**config.mk**
```make
export PLATFORM = sky130hd
export DESIGN_NAME = addsub_seq_ctrl
export DESIGN_NICKNAME = d
export VERILOG_FILES = /design/src/rtl/addsub_pkg.sv /design/src/rtl/addsub_nibble.sv /design/src/rtl/addsub_seq_ctrl.sv
export SDC_FILE = /design/constraint.sdc
export NUM_CORES = 1
export LEC_CHECK = 0
export CAP_MARGIN = 10
export CORE_ASPECT_RATIO = 1.4
export CORE_MARGIN = 1.5
export CORE_UTILIZATION = 51
export DETAILED_ROUTE_END_ITERATION = 10
export PLACE_DENSITY = 0.79
export SYNTH_ARGS = -nofsm -noshare
export SYNTH_HDL_FRONTEND = slang
export SYNTH_SLANG_ARGS = --single-unit
```
**constraint.sdc**
```tcl
create_clock -name clk -period 4.6 [get_ports clk]
set_clock_uncertainty 0.1 [all_clocks]
set_input_delay 0.69 -clock clk [delete_from_list [all_inputs] [get_ports clk]]
set_output_delay 0.69 -clock clk [all_outputs]
set_load 0.01 [all_outputs]
```
**src/rtl/addsub_pkg.sv**
```systemverilog
// Shared definitions for the nibble-serial add/subtract sequencer.
package addsub_pkg;

  // Width of the shared arithmetic slice.
  localparam int NIB_W = 4;

  // Controller state encoding.
  typedef enum logic [1:0] {
    ST_IDLE = 2'd0,
    ST_RUN  = 2'd1,
    ST_DONE = 2'd2
  } state_e;

  // Operation select values.
  localparam logic OP_ADD = 1'b0;
  localparam logic OP_SUB = 1'b1;

  // Two's-complement overflow: operands agree in sign, result disagrees.
  function automatic logic ovf_calc(input logic a_msb, input logic beff_msb,
                                    input logic r_msb);
    return (a_msb == beff_msb) && (r_msb != a_msb);
  endfunction

endpackage

```
**src/rtl/addsub_nibble.sv**
```systemverilog
// Combinational 4-bit adder slice with carry in/out; operand inversion for
// subtract is applied by the caller.
module addsub_nibble (
  input  logic [3:0] a,
  input  logic [3:0] b,
  input  logic       cin,
  output logic [3:0] s,
  output logic       cout
);

  logic [4:0] sum_s;

  assign sum_s = {1'b0, a} + {1'b0, b} + {4'b0000, cin};
  assign s     = sum_s[3:0];
  assign cout  = sum_s[4];

endmodule

```
**src/rtl/addsub_seq_ctrl.sv**
```systemverilog
// Nibble-serial add/subtract sequencer: one 4-bit slice is reused for each
// nibble, LSB first, with the carry chained through a register.
module addsub_seq_ctrl
  import addsub_pkg::*;
#(
  parameter int WIDTH = 16
) (
  input  logic             clk,
  input  logic             rst,
  input  logic             start,
  input  logic             op,
  input  logic [WIDTH-1:0] a,
  input  logic [WIDTH-1:0] b,
  output logic             busy,
  output logic             done,
  output logic [WIDTH-1:0] result,
  output logic             cout,
  output logic             ovf,
  output logic             zero
);

  localparam int NIB   = WIDTH / NIB_W;
  localparam int IDX_W = (NIB > 1) ? $clog2(NIB) : 1;
  localparam logic [IDX_W-1:0] IDX_LAST = IDX_W'(NIB - 1);

  if (((WIDTH % NIB_W) != 0) || (WIDTH < NIB_W)) begin : g_bad_width
    $error("addsub_seq_ctrl: WIDTH must be a multiple of 4 and >= 4");
  end

  state_e           state_q, state_d;
  logic [WIDTH-1:0] a_q, a_d;
  logic [WIDTH-1:0] b_q, b_d;
  logic             op_q, op_d;
  logic [IDX_W-1:0] idx_q, idx_d;
  logic             carry_q, carry_d;
  logic [WIDTH-1:0] result_q, result_d;
  logic             cout_q, cout_d;
  logic             ovf_q, ovf_d;
  logic             zero_q, zero_d;
  logic             busy_q, busy_d;
  logic             done_q, done_d;

  logic [IDX_W+1:0] base_s;
  logic [3:0]       sl_a_s;
  logic [3:0]       sl_b_s;
  logic [3:0]       sl_s;
  logic             sl_cout_s;

  // Bit offset of the nibble currently being processed.
  assign base_s = {idx_q, 2'b00};
  assign sl_a_s = a_q[base_s +: NIB_W];
  assign sl_b_s = (op_q == OP_ADD) ? b_q[base_s +: NIB_W] : ~b_q[base_s +: NIB_W];

  addsub_nibble u_nibble (
    .a    (sl_a_s),
    .b    (sl_b_s),
    .cin  (carry_q),
    .s    (sl_s),
    .cout (sl_cout_s)
  );

  // Next-state, datapath and flag computation for the sequencer.
  always_comb begin
    state_d  = state_q;
    a_d      = a_q;
    b_d      = b_q;
    op_d     = op_q;
    idx_d    = idx_q;
    carry_d  = carry_q;
    result_d = result_q;
    cout_d   = cout_q;
    ovf_d    = ovf_q;
    zero_d   = zero_q;

    case (state_q)
      ST_IDLE, ST_DONE: begin
        if (start) begin
          a_d      = a;
          b_d      = b;
          op_d     = op;
          idx_d    = '0;
          carry_d  = (op == OP_SUB);
          result_d = '0;
          state_d  = ST_RUN;
        end else begin
          state_d  = ST_IDLE;
        end
      end
      ST_RUN: begin
        result_d[base_s +: NIB_W] = sl_s;
        carry_d                   = sl_cout_s;
        if (idx_q == IDX_LAST) begin
          idx_d   = '0;
          cout_d  = sl_cout_s;
          ovf_d   = ovf_calc(a_q[WIDTH-1], b_q[WIDTH-1] ^ op_q, result_d[WIDTH-1]);
          zero_d  = (result_d == '0);
          state_d = ST_DONE;
        end else begin
          idx_d   = idx_q + IDX_W'(1);
        end
      end
      default: begin
        state_d = ST_IDLE;
      end
    endcase

    busy_d = (state_d == ST_RUN);
    done_d = (state_d == ST_DONE);
  end

  // State and datapath registers with synchronous reset.
  always_ff @(posedge clk) begin
    if (rst) begin
      state_q  <= ST_IDLE;
      a_q      <= '0;
      b_q      <= '0;
      op_q     <= 1'b0;
      idx_q    <= '0;
      carry_q  <= 1'b0;
      result_q <= '0;
      cout_q   <= 1'b0;
      ovf_q    <= 1'b0;
      zero_q   <= 1'b0;
      busy_q   <= 1'b0;
      done_q   <= 1'b0;
    end else begin
      state_q  <= state_d;
      a_q      <= a_d;
      b_q      <= b_d;
      op_q     <= op_d;
      idx_q    <= idx_d;
      carry_q  <= carry_d;
      result_q <= result_d;
      cout_q   <= cout_d;
      ovf_q    <= ovf_d;
      zero_q   <= zero_d;
      busy_q   <= busy_d;
      done_q   <= done_d;
    end
  end

  assign busy   = busy_q;
  assign done   = done_q;
  assign result = result_q;
  assign cout   = cout_q;
  assign ovf    = ovf_q;
  assign zero   = zero_q;

endmodule

```
### Word-level counts from Yosys, hierarchy flattened

Cells that the tools add are included.

| word-level totals | value |
|---|---|
| memory bits (writable) | 0 |
| bits in latches | 0 |
| flip-flop bits (word level) | 59 |
| input port bits | 36 |
| word-level logic and storage cells | 50 |
| memory bits (read-only) | 0 |
| memories | 0 |

| cells by class | value |
|---|---|
| equal/unequal tests | 8 |
| mux-type cells | 12 |
| reduce and logical (&&, ||, !) cells | 8 |
| $lt $le $gt $ge | 0 |
| multipliers | 0 |
| shifts and indexed selects | 4 |
| divide/modulo/power cells | 0 |
| bitwise gates (word level) | 2 |
| add/subtract/negate cells | 4 |

Operator list:

| operator | count |
|---|---|
| one-hot mux 16 bit (2 select lines) | 1 |
| indexed part select 16 x 5 -> 4 bit | 2 |
| bitwise mux 16 bit | 1 |
| logical NOT 16 bit | 1 |
| two-way mux 16 bit | 1 |
| variable shift 4 x 6 -> 16 bit, first input constant | 1 |
| indexed part select 4 x 6 -> 16 bit | 1 |
| one-hot mux 2 bit (2 select lines) | 2 |
| equality test 2 bit, second input constant | 3 |
| two-way mux 2 bit | 3 |
| negator 4 -> 6 bit | 1 |
| AND reduction 2 bit | 3 |
| adder 4 x 4 -> 5 bit | 1 |
| adder 5 x 1 -> 5 bit | 1 |
| equality test 2 x 1 -> 1 bit, second input constant | 2 |
| two-way mux 4 bit | 1 |
| inverter 4 bit | 1 |
| adder 2 x 1 -> 2 bit, second input constant | 1 |
| logical NOT 2 bit | 1 |
| two-way mux 1 bit | 2 |
| inequality test 2 bit, second input constant | 1 |
| one-hot mux 1 bit (2 select lines) | 1 |
| nonzero test 2 bit | 1 |
| OR reduction 2 bit | 1 |
| 4 further kinds | 4 |

### Logic depth before layout (Yosys ltp)

Gate-level depths: netlist of run 1.

| logic depth | value |
|---|---|
| depth in word-level cells | 9 |
| gate-level depth with buffers | 11 |

### By module

A second synthesis of run 1 with hierarchy kept.

| unflattened totals | value |
|---|---|
| cell total of the unflattened synthesis | 324 |
| area total of the unflattened synthesis | 2,767.7 um^2 |

Modules (own cells, without submodules):

| module | seq. area each (um^2) | area an instance (um^2) | cells an instance | times used |
|---|---|---|---|---|
| addsub_seq_ctrl | 1,181.1 | 2,623.8 | 308 | 1 |
| addsub_nibble | 0.0 | 143.9 | 16 | 1 |

### Worst setup path before layout of run 1

No wires, ideal clock.

| timing path | value |
|---|---|
| path type | register to register |
| from | register idx_q[0] |
| to | register zero_q, in the netlist zero |
| data arrival time | 3.494 ns |
| data required time | 4.441 ns |
| path buffers | 2 |
| path slack | 0.947 ns |
| clock period less this slack | 3.653 ns |
| cell stages (with the launch flop) | 12 |
| cells stage by stage | dfxtp_1 -> buf_4 -> buf_2 -> mux4_2 -> xnor2_1 -> fa_1 -> fa_1 -> nor4b_2 -> mux2_4 -> or4_4 -> nor3_2 -> a41o_1 |

| between the ends | value |
|---|---|
| longest elaborated chain between the ends | 8 |

RTL lines:

| item | RTL line | text |
|---|---|---|
| from (decl) | addsub_seq_ctrl.sv:34 | `logic [IDX_W-1:0] idx_q, idx_d;` |
| from (signal assigned) | addsub_seq_ctrl.sv:131 | `idx_q <= idx_d;` |
| indexed part select 16 x 5 -> 4 bit | addsub_seq_ctrl.sv:52 | `assign sl_b_s = (op_q == OP_ADD) ? b_q[base_s +: NIB_W] : ~b_q[base_s +: NIB_W];` |
| inverter 4 bit | addsub_seq_ctrl.sv:52 |  |
| two-way mux 4 bit | addsub_seq_ctrl.sv:52 |  |
| adder 4 x 4 -> 5 bit | addsub_nibble.sv:13 | `assign sum_s = {1'b0, a} + {1'b0, b} + {4'b0000, cin};` |
| adder 5 x 1 -> 5 bit | addsub_nibble.sv:13 |  |
| indexed part select 4 x 6 -> 16 bit | addsub_seq_ctrl.sv:90 | `result_d[base_s +: NIB_W] = sl_s;` |
| bitwise mux 16 bit | addsub_seq_ctrl.sv:90 |  |
| logical NOT 16 bit | addsub_seq_ctrl.sv:96 | `zero_d = (result_d == '0);` |
| to (signal assigned) | addsub_seq_ctrl.sv:136 | `zero_q <= zero_d;` |
| to (decl) | addsub_seq_ctrl.sv:39 | `logic zero_q, zero_d;` |

Several ways; a longest one is shown, not always the timed one.
A chain may end at the register's enable or synchronous reset.

### Worst setup path in the final report of run 1

Ends and elaborated chain as after synthesis.

==> out/results.txt, run 1 <==
Outcome = finished, final reports clean
Clock Pin Slew Worst Setup and Hold Paths = 60 ps
Reg2reg start = idx_q[0]$_SDFFE_PP0P_
Vias in the first global route = 2,377
Routed WL = 6450 um
Area taken by multi-input logic gates = 1500 um2
Die area = 5930 um2
Leakage power total = 1.34 nW
Die width = 65.5 um
Hold-fix buffers at CTS = 0
Worst-skew pair later-pin latency = 340 ps
Slew headroom = 43.6%
Setup TNS = 0 ps
# clock sinks = 59
Largest net degree at the start of global routing = 60
Pwr Total = 1.22 mW
Row Count = 31
R2R Path End = zero$_SDFFE_PP0P_
RSZ-0062 raised after global routing = no
HP Class = reg -> reg
Power Density = 342 nW/um2
# DRC = 0
Largest vdd supply drop = 0.202 mV
Critical path endpoint category = flip-flop
Post-CTS setup buffers = 0
Number of cells produced by synthesis = 322
Via count = 2,449
Register area = 1180 um2
Hold wc startpoint = b_q[12]$_SDFFE_PP0P_
Initial antenna violation count = 0
Most frequent cells in the layout = 70 x nand2_1, 59 x dfxtp_1, 55 x clkdlybuf4s50_1, 38 x a21oi_1, 35 x nor2_1
Hold Worst Slack = 359 ps
Arrival time worst endpoint = 3600 ps
Ys async rst share = 0%
DR pass1 iterations = 4
Minimum clock period = 3420 ps
GR Util All Layers = 23.9%
Setup violators final = 0
HPWL Detailed = 4730 um
First-pass GRT wire length = 10,700 um
Type of origin of the critical path = flip-flop
Worst path slowest cell = fa_1
Tcrit/Tclk final = 74.3%
Final hold viol count = 0
Post-synth EDFFs = 0
Synth Flop Type = dfxtp_1
Initial DRC count = 168
Post_cts resized = 0
CTS max path bufs = 2
Number of buffers created by CTS = 9
Max-cap viol count = 0
R2R depth = 10
Achievable Freq = 293 MHz
Routed len/inst = 14.6 um
Synthesized area = 2790 um2
Die Ht = 90.6 um
Count of buffer and inverter cells on the critical path = 2
Total gr overflow = 0
Pins Over Slew Limit = 0
Reg2Reg Setup Slack = 1180 ps
Syn Area/Cell = 8.67 um2
CTS root buffer = clkbuf_8
Fillers = 454
Actual slew at the worst max-slew pin = 844 ps
Crit-path cells = buf_4, mux4_2, xor2_1, inv_1, fa_1, nor4b_2, mux2_4, or4_4, nor3_2, a41o_1
Fin nets = 420
P&R area growth vs syn = 28.1%
Port Buffers = 56
Seq/Total Area, Yosys = 42.3%
Final ANT Viol Nets = 0
Yosys warns = 0
Diode count = 0
Max incr delay on CP = 600 ps
Peak fanout along the critical path = 20
Synthesized flop and latch total = 59
H-tree levels = 3
Hold path endpoint = b_q[12]$_SDFFE_PP0P_
Layout cell share with drive strength beyond 1 = 10.1%
IO Count = 57
Core area = 5240 um2
Mapped Nets = 369
Yosys cell types = 45
Delay-heaviest family, CP = multiplexers
TritonCTS clock tree = done
CP Data Required Time = 4790 ps
Commonest non-fill, non-tap cell in the layout = nand2_1
Hold path cells = 2
Routed vias/inst = 5.53
GPL Wtd Cong = 0.989
CP Class = reg -> reg
Initial Util = 53.3%
-- power by group --
group / total [mW] / switching [mW] / internal (mW) / leakage (nW)
clock network: 0.472 / 0.196 / 0.276 / 0.0995
registers: 0.549 / 0.0149 / 0.534 / 0.481
logic: 0.203 / 0.107 / 0.0960 / 0.763
total: 1.22 / 0.317 / 0.906 / 1.34
-- stage by stage --
stage | setup slack [ps] | cell area (um2) | utilization [%] | instances
2_1_floorplan | 947 | 2790 | - | 322
3_3_place_gp | 1290 | 3370 | 64.4 | 427
3_5_place_dp | 1180 | 3370 | 64.4 | 427
4_1_cts | 1190 | 3570 | 68.1 | 442
5_1_grt | 1000 | 3580 | 68.3 | 443
6_report | 1180 | 3580 | 68.3 | 443
-- worst reg2reg max path, cell delays in order (launching register included) --
cell     delay [ps]
dfxtp_1         350
buf_4           290
mux4_2          560
xor2_1          210
inv_1            90
fa_1            600
nor4b_2          70
mux2_4          270
or4_4           470
nor3_2          160
a41o_1          190
-- area by class of cell --
cell class | instances | area share [%]
Multi-Input combinational cell | 235 | 41.8
Sequential cell | 59 | 33.0
Timing Repair Buffer | 61 | 16.7
Clock buffer | 13 | 4.44
Tap cell | 66 | 2.31
Clock inverter | 2 | 0.979
Inverter | 7 | 0.735
-- sequential cells by signal (all words and copies together), names as in the netlist, 2 cells and up --
register	flops
b_q	16
a_q	16
idx_q	2
result	16
state_q	2
-- how the worst max path moves through the flow --
stage	from	endpoint	slack (ps)	depth (start not counted)
floorplan	idx_q[0]$_SDFFE_PP0P_	zero$_SDFFE_PP0P_	950	11
global placement	idx_q[0]$_SDFFE_PP0P_	zero$_SDFFE_PP0P_	1290	10
detailed placement	idx_q[0]$_SDFFE_PP0P_	zero$_SDFFE_PP0P_	1180	10
CTS	idx_q[0]$_SDFFE_PP0P_	zero$_SDFFE_PP0P_	1190	10
global route	idx_q[0]$_SDFFE_PP0P_	zero$_SDFFE_PP0P_	1000	10
finish	idx_q[0]$_SDFFE_PP0P_	zero$_SDFFE_PP0P_	1180	10
-- cells in the mapped netlist (all sizes together) (2+ instances only) --
library cell	count	share of area [%]
inv	7	0.94
mux4	8	6.5
mux2i	2	1.2
nor2b	6	1.3
nand3	2	0.36
buf	8	1.5
nor4	2	0.45
o21ai	4	0.72
and3b	2	0.63
nand2b	4	0.90
nand2	70	9.4
a22oi	13	3.5
or3	2	0.45
nor2	35	4.7
a21oi	38	6.8
ha	9	4.0
xor2	5	1.6
mux2	4	1.7
nor3	8	2.0
a32oi	4	1.3
fa	2	1.4
clkbuf	13	1.7
dfxtp	59	42
-- kinds of logic (layout without fill, tap and decap cells) --
kind of cell	count (synthesis)	count (layout)	share of synthesized area [%]
XOR/XNOR	6	6	1.88
AND/OR/NAND/NOR	137	137	22.3
multiplexers	14	14	9.36
buffers and inverters	28	83	4.21
adder cells (fa/ha/maj)	11	11	5.47
AO/OA/AOI/OAI	67	67	14.5
flip-flops	59	59	42.3
-- per-layer routing --
layer	global-route usage (%)	routed length [um]	vias up
met5	0	0	-
met4	13.0	270	0
met3	7.86	318	24
met2	40.2	3360	90
met1	25.9	2510	1131
li1	-	-	1204
No activity file was read; power rests on OpenSTA's default activity.
==> inputs of run 2 (changes only) <==
==> constraint.sdc (replaced) <==
create_clock -name clk -period 3.2 [get_ports clk]
set_clock_uncertainty 0.1 [all_clocks]
set_input_delay 0.48 -clock clk [delete_from_list [all_inputs] [get_ports clk]]
set_output_delay 0.48 -clock clk [all_outputs]
set_load 0.01 [all_outputs]
==> run 2 against run 1 <==
  * Critical path depth shrank 1
  * Power grew 45%
  * Die area is the same
  * Core utilization grew 1.1 points
  * Non-clock buffer count grew 6
  * Cell count grew 1.6%
  * Flip-flop and latch count is the same
  * Combinational power grew 56%
  * Hold slack lost 5.2 ps
  * Design area grew 1.7%
  * Largest cell class unchanged
  * Highest routed layer unchanged
==> out/results.txt, run 2 (synthesis gave the netlist of run 1 again) <==
Hold-fix buffers at CTS = 0
Fin nets = 426
Largest net degree at the start of global routing = 35
Commonest non-fill, non-tap cell in the layout = nand2_1
Initial DRC count = 127
Row Count = 31
# clock sinks = 59
P&R area growth vs syn = 30.2%
Via count = 2,510
Area taken by multi-input logic gates = 1510 um2
TritonCTS clock tree = done
Die Ht = 90.6 um
Achievable Freq = 325 MHz
Arrival time worst endpoint = 3270 ps
CP Data Required Time = 3390 ps
Peak fanout along the critical path = 2
# DRC = 0
Port Buffers = 56
Die area = 5930 um2
H-tree levels = 3
Initial Util = 53.3%
Power Density = 487 nW/um2
Setup violators final = 0
CP Class = reg -> reg
GPL Wtd Cong = 0.919
IO Count = 57
Routed len/inst = 15.2 um
Placed inst area = 3440 um2
HPWL Detailed = 5100 um
Final ANT Viol Nets = 0
Routed WL = 6830 um
Final hold viol count = 0
Actual slew at the worst max-slew pin = 637 ps
Hold Worst Slack = 354 ps
Minimum clock period = 3080 ps
Routed vias/inst = 5.58
First-pass GRT wire length = 11,700 um
Layout cell share with drive strength beyond 1 = 13.0%
Post-CTS setup buffers = 0
Largest vdd supply drop = 0.389 mV
Most frequent cells in the layout = 70 x nand2_1, 58 x dfxtp_1, 55 x clkdlybuf4s50_1, 38 x a21oi_1, 35 x nor2_1
Core area = 5240 um2
Post-Place Setup Slack = 73.0 ps
Critical path endpoint category = flip-flop
Setup TNS = 0 ps
Slew headroom = 57.5%
Clock Pin Slew Worst Setup and Hold Paths = 70 ps
Die width = 65.5 um
Total gr overflow = 0
Type of origin of the critical path = flip-flop
Util after Layout = 69.5%
Number of buffers created by CTS = 9
Pins Over Slew Limit = 0
Initial antenna violation count = 0
CTS root buffer = clkbuf_8
Leakage power total = 1.37 nW
Vias in the first global route = 2,512
Fillers = 452
Max-cap viol count = 0
Finished Cell Area = 3640 um2
Fin worst setup slack = 125 ps
DR pass1 iterations = 4
GR Util All Layers = 25.7%
Diode count = 0
Tcrit/Tclk final = 96.1%
Register area = 1180 um2
CTS max path bufs = 2
RSZ-0062 raised after global routing = no
Outcome = finished, final reports clean
HP Class = reg -> reg
Worst-skew pair later-pin latency = 340 ps
-- run 2: cell count changes in the layout (fill, tap and decap cells not counted), sizes merged --
cell and delta:
clkinvlp +1, clkinv +2, clkbuf -2, buf +6
-- run 2: cell type report --
cell class / instances / share of cell area [%]
multi-input cells: 235 / 41.6
flip-flops and latches: 59 / 32.5
repair buffers: 67 / 17.5
clock buffers: 11 / 3.89
well taps: 66 / 2.27
clock inverters: 5 / 1.44
inverters: 7 / 0.722
-- run 2: power breakdown --
part | switching [mW] | internal [mW]
Clock | 0.291 | 0.377
Sequential | 0.0195 | 0.767
Combinational | 0.165 | 0.152
-- run 2: per-layer routing --
metal	wire length (um)	global-route usage, %	vias to the layer above
met5	0	0	-
met4	259	16.0	0
met3	253	4.49	23
met2	3670	44.6	82
met1	2640	28.3	1185
li1	-	-	1220
-- run 2: repair_timing --
action | in CTS | in global routing
gates resized for setup | 0 | 2
endpoints found under the hold margin | 0 | 0
endpoints found under the setup margin | 0 | 2
-- run 2: path summary, 6_finish.rpt --
check / from / end / slack (ps) / cells after the start
max: idx_q[0]$_SDFFE_PP0P_ / zero$_SDFFE_PP0P_ / 120 / 9
min: a_q[11]$_SDFFE_PP0P_ / a_q[11]$_SDFFE_PP0P_ / 350 / 2
max reg2reg: idx_q[0]$_SDFFE_PP0P_ / zero$_SDFFE_PP0P_ / 120 / 9
min reg2reg: a_q[11]$_SDFFE_PP0P_ / a_q[11]$_SDFFE_PP0P_ / 350 / 2
-- run 2: critical path: stages, from the launching register on --
cell and delay (ps):
dfxtp_2 340, mux4_2 520, xnor2_2 160, fa_2 370, fa_1 530, nor4b_2 60
mux2_4 270, or4_4 410, nor3_2 110, a41o_1 160
-- run 2: through the flow --
step / cells / total power [mW]
6_report: 450 / 1.77
5_1_grt: 450 / 1.85
4_1_cts: 450 / 1.78
3_5_place_dp: 434 / 1.12
3_3_place_gp: 434 / 1.11
2_1_floorplan: 322 / 1.00
==> inputs of run 3 (changes only) <==
--- a/config.mk
+++ b/config.mk
@@ -7,10 +7,11 @@
 export LEC_CHECK = 0
 export CAP_MARGIN = 10
 export CORE_ASPECT_RATIO = 1.4
-export CORE_MARGIN = 1.5
+export CORE_MARGIN = 2
 export CORE_UTILIZATION = 51
 export DETAILED_ROUTE_END_ITERATION = 10
 export PLACE_DENSITY = 0.79
+export SKIP_LAST_GASP = 1
 export SYNTH_ARGS = -nofsm -noshare
 export SYNTH_HDL_FRONTEND = slang
 export SYNTH_SLANG_ARGS = --single-unit
==> run 3 against run 2 <==
  * Power up 12%
  * Non-clock buffer count down 1
  * Fmax down 2.2%
  * Cell count down 0.22%
  * Register-to-register slack worse by 70 ps
  * Design area up 2.1%
  * Wire length up 0.67%
  * Critical path depth unchanged
  * Combinational power about the same
  * Clock-buffer cell count up 1
  * Via count up 0.28%
  * Flip-flop and latch count unchanged
  * Critical path type unchanged
  * Critical endpoint unchanged
==> out/results.txt, run 3 (synthesis gave the netlist of run 1 again) <==
Commonest non-fill, non-tap cell in the layout = nand2_1
# DRC = 0
Core area = 5240 um2
Internal Pwr Total = 1.50 mW
GR Util All Layers = 25.2%
Largest vdd supply drop = 0.381 mV
HP Class = reg -> reg
IO Count = 57
Pins Over Slew Limit = 0
H-tree levels = 3
Fin worst setup slack = 56.0 ps
TritonCTS clock tree = done
Initial DRC count = 148
Final ANT Viol Nets = 0
Flop pwr share = 39.7%
Leakage power total = 1.40 nW
Arrival time worst endpoint = 3330 ps
Slew headroom = 54.3%
P&R area growth vs syn = 33.0%
Max incr delay on CP = 540 ps
Hold Worst Slack = 353 ps
GPL Wtd Cong = 0.915
Worst-skew pair later-pin latency = 340 ps
Via count = 2,517
Total gr overflow = 0
# clock sinks = 59
Final hold viol count = 0
Post_cts resized = 0
Count of buffer and inverter cells on the critical path = 0
Achievable Freq = 318 MHz
DR pass1 iterations = 4
Critical path endpoint category = flip-flop
Die area = 6090 um2
Pwr Total = 1.98 mW
CTS root buffer = clkbuf_8
Hold-fix buffers at CTS = 0
Setup violators final = 0
Fraction of power spent switching nets = 24.4%
Routed len/inst = 15.3 um
Setup TNS = 0 ps
Post-Place Setup Slack = 49.5 ps
Crit-path cells = mux4_2, xnor2_2, fa_2, fa_1, nor4b_2, mux2_4, or4_4, nor3_4, a41o_1
Initial antenna violation count = 0
Outcome = finished, final reports clean
Layout cell share with drive strength beyond 1 = 13.3%
Max-cap viol count = 0
Tcrit/Tclk final = 98.2%
Diode count = 0
Most frequent cells in the layout = 70 x nand2_1, 58 x dfxtp_1, 55 x clkdlybuf4s50_1, 38 x a21oi_1, 35 x nor2_1
Post-CTS setup buffers = 0
Vias in the first global route = 2,531
RSZ-0062 raised after global routing = yes
Routed WL = 6870 um
Routed vias/inst = 5.61
CTS max path bufs = 2
CP Class = reg -> reg
Comb power frac = 16.0%
Port Buffers = 56
Reg2Reg Setup Slack = 60 ps
Initial Util = 53.3%
HPWL Detailed = 4970 um
Fillers = 428
Die Ht = 91.6 um
Number of buffers created by CTS = 9
Minimum clock period = 3140 ps
Worst path slowest cell = fa_1
Power Density = 533 nW/um2
Util after Layout = 70.9%
Row Count = 31
Switching power = 0.482 mW
Clk pwr share = 44.3%
Largest net degree at the start of global routing = 50
Fin nets = 425
Clock Pin Slew Worst Setup and Hold Paths = 70 ps
Delay-heaviest family, CP = adder cells
Type of origin of the critical path = flip-flop
CP Data Required Time = 3390 ps
Die width = 66.5 um
Peak fanout along the critical path = 2
Actual slew at the worst max-slew pin = 685 ps
First-pass GRT wire length = 11,700 um
-- run 3: changes by cell type in the layout (fill, tap and decap cells not counted), moves of 2 or more --
cell	change
buf_4	-2
clkinv_2	-2
clkbuf_8	+2
bufinv_16	+2
-- run 3: power by group through the flow --
stage	Clock, mW	Sequential, mW	Combinational [mW]
floorplan	0	0.798	0.203
global placement	0	0.801	0.305
detailed placement	0	0.802	0.308
CTS	0.879	0.786	0.311
global route	0.912	0.790	0.351
finish	0.876	0.786	0.316
-- run 3: final timing paths --
kind,start,to,depth (start not counted)
worst min-delay path,b_q[3]$_SDFFE_PP0P_,b_q[3]$_SDFFE_PP0P_,2
worst max-delay path,idx_q[0]$_SDFFE_PP0P_,zero$_SDFFE_PP0P_,9
worst max register to register,idx_q[0]$_SDFFE_PP0P_,zero$_SDFFE_PP0P_,9
worst min register to register,b_q[3]$_SDFFE_PP0P_,b_q[3]$_SDFFE_PP0P_,2
-- run 3: layer usage --
metal	track usage (%)	part of all wire [%]	vias to the layer above
met5	0	0	-
met1	28.3	39	1184
met2	45.0	54	93
li1	-	-	1220
met3	4.34	4.1	20
met4	11.4	2.8	0
-- run 3: worst min-delay path, cell delays in order, from the launching register on --
cell and delay [ps]:
dfxtp_1 300, nand2_1 50, a21oi_1 50
-- run 3: final cells by class --
type	count	area [um2]	area share, %
flip-flops and latches	59	1180	31.8
clock inverters	4	95.1	2.56
clock buffers	12	165	4.45
well taps	66	82.6	2.22
repair buffers	66	634	17.1
multi-input cells	235	1530	41.1
inverters	7	26.3	0.708
-- run 3: through the flow --
step                area, um2  std cells
floorplan                2820        322
global placement         3430        433
detailed placement       3430        433
CTS                      3690        449
global route             3710        449
finish                   3710        449
==> edit (config.mk and constraints of run 1) <==
The parameter `WIDTH` goes from 16 to 32.
--- a/src/rtl/addsub_seq_ctrl.sv
+++ b/src/rtl/addsub_seq_ctrl.sv
@@ -3,7 +3,7 @@
 module addsub_seq_ctrl
   import addsub_pkg::*;
 #(
-  parameter int WIDTH = 16
+  parameter int WIDTH = 32
 ) (
   input  logic             clk,
   input  logic             rst,
Ports: changed (resized a, b and result); port bits go from 57 to 105. No check against the original RTL was run, so the function may have changed too.
==> edit against run 1 <==
- total power is 73% higher
- fmax is 12% lower
- clock power is 60% higher
- cell count is 88% higher
- design area is 80% higher
- sequential cell count is 49 higher
- synthesized area is 82% higher
- routed wire length is 120% higher
- setup slack worse by 470 ps
- critical path type unchanged
- largest cell class unchanged
- largest power group unchanged
- highest routed layer unchanged
==> edit: results (changes against run 1) <==
- Status: completed (unchanged)
- Worst-path clk slew: 80 ps (was 60 ps)
- Fin area: 6450 sq um (was 3580 sq um)
- Yosys reg bits: 108 (was 59)
- Pwr/cell area: 328 nW/um^2 (was 342 nW/um^2)
- Max Fclk: 257 MHz (was 293 MHz)
- Yosys cell types: 58 (was 45)
- Final net count: 772 (was 420)
- Switching portion of total power: 28.5% (was 25.9%)
- Final Non-Filler Cells: 832 (was 443)
- ClkCell Share: 4.40% (was 5.42%)
- Iteration-0 DRC Markers: 247 (was 168)
- Min-delay src: a_q[18]$_SDFFE_PP0P_ (was b_q[12]$_SDFFE_PP0P_)
- Max IR drop VDD: 0.000177 V (was 0.000202 V)
- Setup WS pre-CTS: 688 ps (was 1180 ps)
- Vias in the first global route: 4567 (was 2377)
- Share of cells above drive strength 1: 7.46% (was 10.1%)
- Synth area leaders: dfxtp_1 42%, nand2_1 11%, a21oi_1 7.6% (was dfxtp_1 42%, nand2_1 9.4%, a21oi_1 6.8%)
- Minimum hold slack: 356 ps (was 359 ps)
- First-pass GRT wire length: 22500 microns (was 10700 microns)
- CP max-delay cell: dfxtp_1 (was fa_1)
- Met2 Wirelength: 7720 microns (was 3360 microns)
- GP Congestion: 0.930 (was 0.989)
- Commonest cells post-synth: 151 x nand2_1, 108 x dfxtp_1, 77 x a21oi_1 (was 70 x nand2_1, 59 x dfxtp_1, 38 x a21oi_1)
- Crit path DAT: 4060 ps (was 3600 ps)
- Met1 Use GR: 30.4% (was 25.9%)
- Leak: 0.00232 uW (was 0.00134 uW)
- Met3 Wirelength: 586 microns (was 318 microns)
- Met1 Wirelength: 5410 microns (was 2510 microns)
- CLK BUF: 9 (was 13)
- Slew headroom: 29.7% (was 43.6%)
- Worst-path fanout max: 10 (was 20)
- GR Layer Usage met2: 49.9% (was 40.2%)
- PortBufs: 104 (was 56)
- Fill count: 858 (was 454)
- #MultiIn Comb: 451 (was 235)
- Flop pwr share: 47.5% (was 44.9%)
- Clock Tree Root: clkbuf_16 (was clkbuf_8)
[edit: changes by cell type after synthesis, moves of 6 or more]
cell | run 1 | this run
nand2_1 | 70 | 151
nor2_1 | 35 | 53
mux2i_1 | 1 | 8
nor3_1 | 6 | 20
a21oi_1 | 38 | 77
buf_2 | 1 | 8
a22oi_1 | 13 | 21
clkbuf_1 | 13 | 28
dfxtp_1 | 59 | 108
mux4_2 | 8 | 16
o21ai_0 | 4 | 14
a31oi_1 | 1 | 7
[edit: logic make-up (layout without fill, tap and decap cells)]
group                    Yosys count  count (layout)  share of synthesized area (%)
AO/OA/AOI/OAI                    147             147                           17.6
XOR/XNOR                           7               7                           1.20
adder cells (fa/ha/maj)           12              12                           3.24
buffers and inverters             55             138                           4.72
flip-flops                       108             108                           42.4
multiplexers                      24              24                           8.65
AND/OR/NAND/NOR                  261             261                           22.2
